$ cat src/rtl/ripemd_sched_pkg.sv
// Shared widths, the fixed RIPEMD padding tail for a 32-byte message, and a clog2 helper.
package ripemd_sched_pkg;

  localparam int BLOCK_W  = 512;
  localparam int HASH_W   = 160;
  localparam int DIGEST_W = 256;

  // 0x80 terminator, zero fill, then the 64-bit little-endian bit length (256 = 0x0100).
  localparam logic [DIGEST_W-1:0] PAD_TAIL = {8'h80, 184'h0, 8'h00, 8'h01, 48'h0};

  // Ceiling log2, never below 1 so it is always usable as a vector width.
  function automatic int clog2(input int v);
    int r;
    r = 0;
    while ((1 << r) < v) r++;
    return (r < 1) ? 1 : r;
  endfunction

endpackage

$ cat src/rtl/sync_fifo.sv
// Show-ahead synchronous FIFO with occupancy count; push while full is accepted when a pop frees a slot.
module sync_fifo
  import ripemd_sched_pkg::*;
#(
  parameter int WIDTH = 8,
  parameter int DEPTH = 8,
  localparam int AW = clog2(DEPTH),
  localparam int CW = clog2(DEPTH + 1)
) (
  input  logic             clk,
  input  logic             rst_n,
  input  logic             push,
  input  logic [WIDTH-1:0] din,
  input  logic             pop,
  output logic [WIDTH-1:0] dout,
  output logic             empty,
  output logic             full,
  output logic [CW-1:0]    count
);

  logic [WIDTH-1:0] mem_q [DEPTH];
  logic [WIDTH-1:0] mem_d [DEPTH];
  logic [AW-1:0]    wr_ptr_q, wr_ptr_d;
  logic [AW-1:0]    rd_ptr_q, rd_ptr_d;
  logic [CW-1:0]    count_q, count_d;
  logic             do_push, do_pop;

  assign empty   = (count_q == '0);
  assign full    = (count_q == CW'(DEPTH));
  assign count   = count_q;
  // Head is forced to zero when empty so the output is clean out of reset.
  assign dout    = empty ? '0 : mem_q[rd_ptr_q];
  assign do_pop  = pop & ~empty;
  assign do_push = push & (~full | do_pop);

  // Next-state for storage, pointers and count.
  always_comb begin
    mem_d    = mem_q;
    wr_ptr_d = wr_ptr_q;
    rd_ptr_d = rd_ptr_q;
    if (do_push) begin
      mem_d[wr_ptr_q] = din;
      wr_ptr_d        = wr_ptr_q + 1'b1;
    end
    if (do_pop) rd_ptr_d = rd_ptr_q + 1'b1;
    count_d = count_q + CW'(do_push) - CW'(do_pop);
  end

  // State registers.
  always_ff @(posedge clk or negedge rst_n) begin
    if (!rst_n) begin
      for (int i = 0; i < DEPTH; i++) mem_q[i] <= '0;
      wr_ptr_q <= '0;
      rd_ptr_q <= '0;
      count_q  <= '0;
    end else begin
      mem_q    <= mem_d;
      wr_ptr_q <= wr_ptr_d;
      rd_ptr_q <= rd_ptr_d;
      count_q  <= count_d;
    end
  end

endmodule

$ cat src/rtl/ripemd_sched.sv
// Round-robin, credit-throttled front end sharing one in-order RIPEMD-160 core between requesters.
// Each issue is tagged with the requester id; tags pair up with core results in issue order.
module ripemd_sched
  import ripemd_sched_pkg::*;
#(
  parameter int N_REQ = 4,
  parameter int DEPTH = 8,
  parameter int IDW   = 2
) (
  input  logic                      clk,
  input  logic                      rst_n,
  input  logic [N_REQ-1:0]          req_valid,
  output logic [N_REQ-1:0]          req_ready,
  input  logic [N_REQ*DIGEST_W-1:0] req_digest,
  output logic                      core_i_valid,
  output logic [BLOCK_W-1:0]        core_block,
  input  logic                      core_o_valid,
  input  logic [HASH_W-1:0]         core_ans,
  output logic                      res_valid,
  input  logic                      res_ready,
  output logic [IDW-1:0]            res_id,
  output logic [HASH_W-1:0]         res_hash,
  output logic                      err_orphan
);

  localparam int CW = clog2(DEPTH + 1);
  localparam int RW = IDW + HASH_W;

  logic [IDW-1:0]     p_q, p_d;
  logic [CW-1:0]      inflight_q, inflight_d;
  logic               core_i_valid_q, core_i_valid_d;
  logic [BLOCK_W-1:0] core_block_q, core_block_d;
  logic               err_orphan_q, err_orphan_d;

  logic [CW-1:0]      occ, rf_count;
  logic               can_issue, gnt_vld, hs, ret;
  logic [IDW-1:0]     gnt_idx, idx;
  logic [IDW-1:0]     tag_head;
  logic               tag_empty, res_empty;
  logic [RW-1:0]      res_head;
  logic               tag_full_unused, res_full_unused;
  logic [CW-1:0]      tag_count_unused;

  // Credits cover both blocks inside the core and results parked in the result FIFO.
  assign occ       = inflight_q + rf_count;
  assign can_issue = (occ < CW'(DEPTH));

  // Round-robin pick: first valid at or after p, wrapping; scanning downward lets the nearest win.
  always_comb begin
    gnt_vld = 1'b0;
    gnt_idx = '0;
    idx     = '0;
    for (int k = N_REQ - 1; k >= 0; k--) begin
      idx = IDW'((int'(p_q) + k) % N_REQ);
      if (req_valid[idx]) begin
        gnt_vld = 1'b1;
        gnt_idx = idx;
      end
    end
  end

  assign hs        = gnt_vld & can_issue;
  assign req_ready = hs ? (N_REQ'(1) << gnt_idx) : '0;
  assign ret       = core_o_valid & ~tag_empty;

  // Issue, pointer advance, credit accounting and orphan detection.
  always_comb begin
    core_i_valid_d = hs;
    core_block_d   = core_block_q;
    p_d            = p_q;
    if (hs) begin
      core_block_d = {req_digest[int'(gnt_idx)*DIGEST_W +: DIGEST_W], PAD_TAIL};
      p_d          = (gnt_idx == IDW'(N_REQ - 1)) ? '0 : gnt_idx + 1'b1;
    end
    inflight_d   = inflight_q + CW'(hs) - CW'(ret);
    err_orphan_d = err_orphan_q | (core_o_valid & tag_empty);
  end

  // Control and output registers.
  always_ff @(posedge clk or negedge rst_n) begin
    if (!rst_n) begin
      p_q            <= '0;
      inflight_q     <= '0;
      core_i_valid_q <= 1'b0;
      core_block_q   <= '0;
      err_orphan_q   <= 1'b0;
    end else begin
      p_q            <= p_d;
      inflight_q     <= inflight_d;
      core_i_valid_q <= core_i_valid_d;
      core_block_q   <= core_block_d;
      err_orphan_q   <= err_orphan_d;
    end
  end

  assign core_i_valid = core_i_valid_q;
  assign core_block   = core_block_q;
  assign err_orphan   = err_orphan_q;

  // Requester ids of issued blocks, oldest first; the core returns in the same order.
  sync_fifo #(.WIDTH(IDW), .DEPTH(DEPTH)) u_tag_fifo (
    .clk   (clk),
    .rst_n (rst_n),
    .push  (hs),
    .din   (gnt_idx),
    .pop   (core_o_valid),
    .dout  (tag_head),
    .empty (tag_empty),
    .full  (tag_full_unused),
    .count (tag_count_unused)
  );

  // Tagged results awaiting the consumer.
  sync_fifo #(.WIDTH(RW), .DEPTH(DEPTH)) u_res_fifo (
    .clk   (clk),
    .rst_n (rst_n),
    .push  (ret),
    .din   ({tag_head, core_ans}),
    .pop   (res_valid & res_ready),
    .dout  (res_head),
    .empty (res_empty),
    .full  (res_full_unused),
    .count (rf_count)
  );

  assign res_valid          = ~res_empty;
  assign {res_id, res_hash} = res_head;

endmodule

$ cat config.mk
export PLATFORM = sky130hd
export DESIGN_NAME = ripemd_sched
export DESIGN_NICKNAME = d
export VERILOG_FILES = /design/src/rtl/ripemd_sched_pkg.sv /design/src/rtl/sync_fifo.sv /design/src/rtl/ripemd_sched.sv
export SDC_FILE = /design/constraint.sdc
export NUM_CORES = 2
export LEC_CHECK = 0
export ABC_AREA = 1
export CAP_MARGIN = 20
export CORE_AREA = 2 2 729 731
export DETAILED_ROUTE_END_ITERATION = 8
export DIE_AREA = 0 0 731 733
export PLACE_DENSITY = 0.41
export SYNTH_ARGS = -nofsm -noshare
export SYNTH_HDL_FRONTEND = slang
export SYNTH_SLANG_ARGS = --single-unit
export TNS_END_PERCENT = 30
$ cat constraint.sdc
create_clock -name clk -period 3.8 [get_ports clk]
set_input_delay 0.57 -clock clk [delete_from_list [all_inputs] [get_ports clk]]
set_output_delay 0.57 -clock clk [all_outputs]
set_load 0.05 [all_outputs]
==> impl_metrics.toml <==
[min_path]
hold_path.class = "in -> reg"
hold_end = "core_block[458]"
hold_depth = 7
min_from = "req_digest[458]"

[sta]
fin_skew_ns = 0.1231
hold_viol = 0
min_period_over_period = 0.9562
min_period_ns = 3.634
holdWs_ns = 0.3671
max_freq_ghz = 0.2752
setup-violations-final = 0
rsz0062_at_grt = "yes"
slew_violations = 0
slew_headroom = 0.1493
worst-slew-pin-transition_ns = 1.272

[global_routing]
busiest_layer = "met2"
antenna_found_initial = 211
grt_max_degree = 115
grt_pass1_vias = 81260
grt_use_met2 = 0.3584
grt_first_pass_wirelength_um = 797600
gr-usage-all-layers = 0.2216
grt_use_met1 = 0.2581
grt_overflow = 0
use_met3 = 0.06407

[worst_setup_path]
path_buf_inv = 5
crit_top_cell = "buf_12"
max_stage_delay_ns = 0.59
path_delay_family = "buffers and inverters"
reg2reg_to = "core_block[362]"
worst_r2r_startpoint = "p_q[0]"
regToRegSetupSlack_ns = 0.40
setup.worst_path.end_class = "primary output"
crit_type = "reg -> out"
startpoint_type = "flop"
crit_arrival_ns = 3.06
worst-path-max-fanout = 31
rr_worst_depth = 15
path_cells = "buf_12 -> inv_8 -> buf_12 -> o21ai_0 -> o22ai_1 -> o21ai_0 -> a31oi_1 -> buf_4 -> buf_12"
crit_start = "u_res_fifo.rd_ptr_q[0]"
cp.required_ns = 3.23
crit_slowest_cell = "dfrtp_4"

[drt]
drc = 0
ant_nets = 0
routed_wl_um = 619900
first_pass_iters = 6
drtIter0Drc = 8790
via_per_inst = 4.230
routedWlPerCell_um = 30.42
vias = 86200

[layout]
fin_nets = 14180
area_growth_pct = 45.02
design_area_um2 = 121200
layout-drive-gt1-share = 0.08597

[clocking]
clk_pin_slew_ns = 0.06
cts_tree = "done"
h-tree-depth = 4
clock-sinks = 1597
cts_root_buf = "clkbuf_16"
numCtsBuffers = 210
clockBufferDepth = 4
insertion_delay_ns = 0.94

[pwr]
p_leak_nw = 57.52
power_density_nw_per_um2 = 1292
peakVddDrop_uv = 1214

[floorplanning]
initial_core_util = 0.1585
die_area_um2 = 535800
coreArea_um2 = 527500
die_h_um = 733
io_pins = 1873
num_rows = 267
die_width_um = 731

[place]
place_area_um2 = 112600
gp_congestion = 1.054
hpwl_um = 481900
io_buffers = 1618

[logic_synthesis]
syn_inst = 11400
ys_ff_latch = 1597
synth_area_per_cell_um2 = 7.333
yosysSeqAreaShare = 0.4781
synthesis.area_um2 = 83590
ys_warn_count = 0
ys_types = 31

[outcome]
outcome = "finished clean"

[run]
max-cap-violations = 0
cell type report:
class                           count  area, um2
Clock inverter                     73      899.6
Inverter                         1238       4707
Fill cell                       59230     406300
Timing Repair Buffer             2176      25440
Antenna cell                      262      655.6
Tap cell                         6994       8751
Clock buffer                      306       6168
Multi-Input combinational cell   7726      34570
Sequential cell                  1597      39970
Timing Repair inverter              5      53.80
state kept, by name, summed over array words and instances (netlist names):
name	cells
core_block	257
core_i_valid	1
err_orphan	1
inflight_q	4
p_q	2
u_res_fifo.count	4
u_res_fifo.mem_q	1296
u_res_fifo.rd_ptr_q	3
u_res_fifo.wr_ptr_q	3
u_tag_fifo.count	4
u_tag_fifo.mem_q	16
u_tag_fifo.rd_ptr_q	3
u_tag_fifo.wr_ptr_q	3
kinds of logic after synthesis:
group / Yosys count / synth area share
AO/OA/AOI/OAI: 2475 / 0.1534
XOR/XNOR: 17 / 0.001781
adder cells (fa/ha/maj): 29 / 0.004610
buffers and inverters: 2329 / 0.1225
flip-flops: 1597 / 0.4781
other: 1 / 0.00004486
AND/OR/NAND/NOR: 4951 / 0.2395
power by group:
part	internal (mW)	switching [mW]
clock	12.1	8.73
sequential	25.2	5.55
combinational	34.5	70.5
total	71.8	84.8
worst max path at each step:
| stage | cells after the start | to | slack, ns |
|---|---|---|---|
| 2_1_floorplan | 8 | res_hash[152] | 0.45 |
| 3_3_place_gp | 17 | core_block[294] | -0.15 |
| 3_5_place_dp | 17 | core_block[294] | -0.04 |
| 4_1_cts | 8 | res_hash[8] | -0.03 |
| 5_1_grt | 8 | res_hash[3] | -0.06 |
| 6_report | 9 | res_hash[66] | 0.17 |
what timing repair did:
| action | CTS | global route |
|---|---|---|
| pin swaps | 0 | 2 |
| hold buffers | 1 | 0 |
| hold endpoints to repair | 38 | 0 |
| cloned | 6 | 9 |
| resized for setup | 40 | 27 |
| setup endpoints to repair | 166 | 67 |
| buffers inserted | 11 | 2 |
stage by stage:
step	cells	worst slack (ns)	utilization	total power [mW]	setup TNS, ns
2_1_floorplan	11650	0.4452	-	77.37	0
3_3_place_gp	19710	-0.1485	0.2136	133.9	-0.1937
3_5_place_dp	19710	-0.04138	0.2136	133.7	-0.04138
4_1_cts	20100	-0.03224	0.2278	156.2	-0.08858
5_1_grt	20340	-0.05589	0.2296	164.5	-0.1181
6_report	20380	0.1664	0.2298	156.6	0
tightest hold or removal path, stage by stage:
cell,delay [ns]
clkdlybuf4s50_1,0.39
inv_1,0.05
nand2_1,0.05
nand3_1,0.06
nand2_1,0.05
nand2_1,0.06
nand2_1,0.04
cell usage after synthesis, drive strengths merged:
| cell | count | share of area |
|---|---|---|
| xnor2 | 3 | 0.00031 |
| nand3 | 1046 | 0.063 |
| fa | 3 | 0.00072 |
| a31o | 1 | 0.00010 |
| or2 | 1 | 0.000075 |
| conb | 1 | 0.000045 |
| inv | 1235 | 0.055 |
| nand2 | 2903 | 0.13 |
| clkinv | 3 | 0.00013 |
| o21a | 9 | 0.00081 |
| xor2 | 14 | 0.0015 |
| a31oi | 162 | 0.012 |
| a21oi | 10 | 0.00060 |
| a21boi | 1 | 0.000090 |
| o211ai | 2 | 0.00018 |
| buf | 642 | 0.047 |
| dfrtp | 1597 | 0.48 |
| o21ai | 2128 | 0.13 |
| clkbuf | 449 | 0.020 |
| nor2 | 991 | 0.045 |
| ha | 26 | 0.0039 |
| nand4 | 10 | 0.0018 |
| o22ai | 162 | 0.012 |
cell usage in the layout (no fill, tap or decap), drive strengths merged, types with 2 or more instances in the layout:
cell type      Yosys  final
bufinv             0     13
clkinvlp           0      6
ha                26     26
clkbuf           449    315
nand4             10     10
buf              642    725
nor2             991    991
o211ai             2      2
fa                 3      3
xnor2              3      3
o21a               9      9
nand2           2903   2903
clkdlybuf4s50      0   1441
xor2              14     14
diode              0    262
dfrtp           1597   1597
conb               1    254
a21oi             10     10
a31oi            162    162
clkinv             3     49
inv             1235   1248
o22ai            162    162
o21ai           2128   2128
nand3           1046   1046
layer usage:
metal  up-vias  part of all wire
met5         -           0.00095
met1     42690              0.38
met4        58             0.071
met2      3363              0.46
met3       786             0.080
li1      39310                 -
No activity file was read; power rests on OpenSTA's default activity.
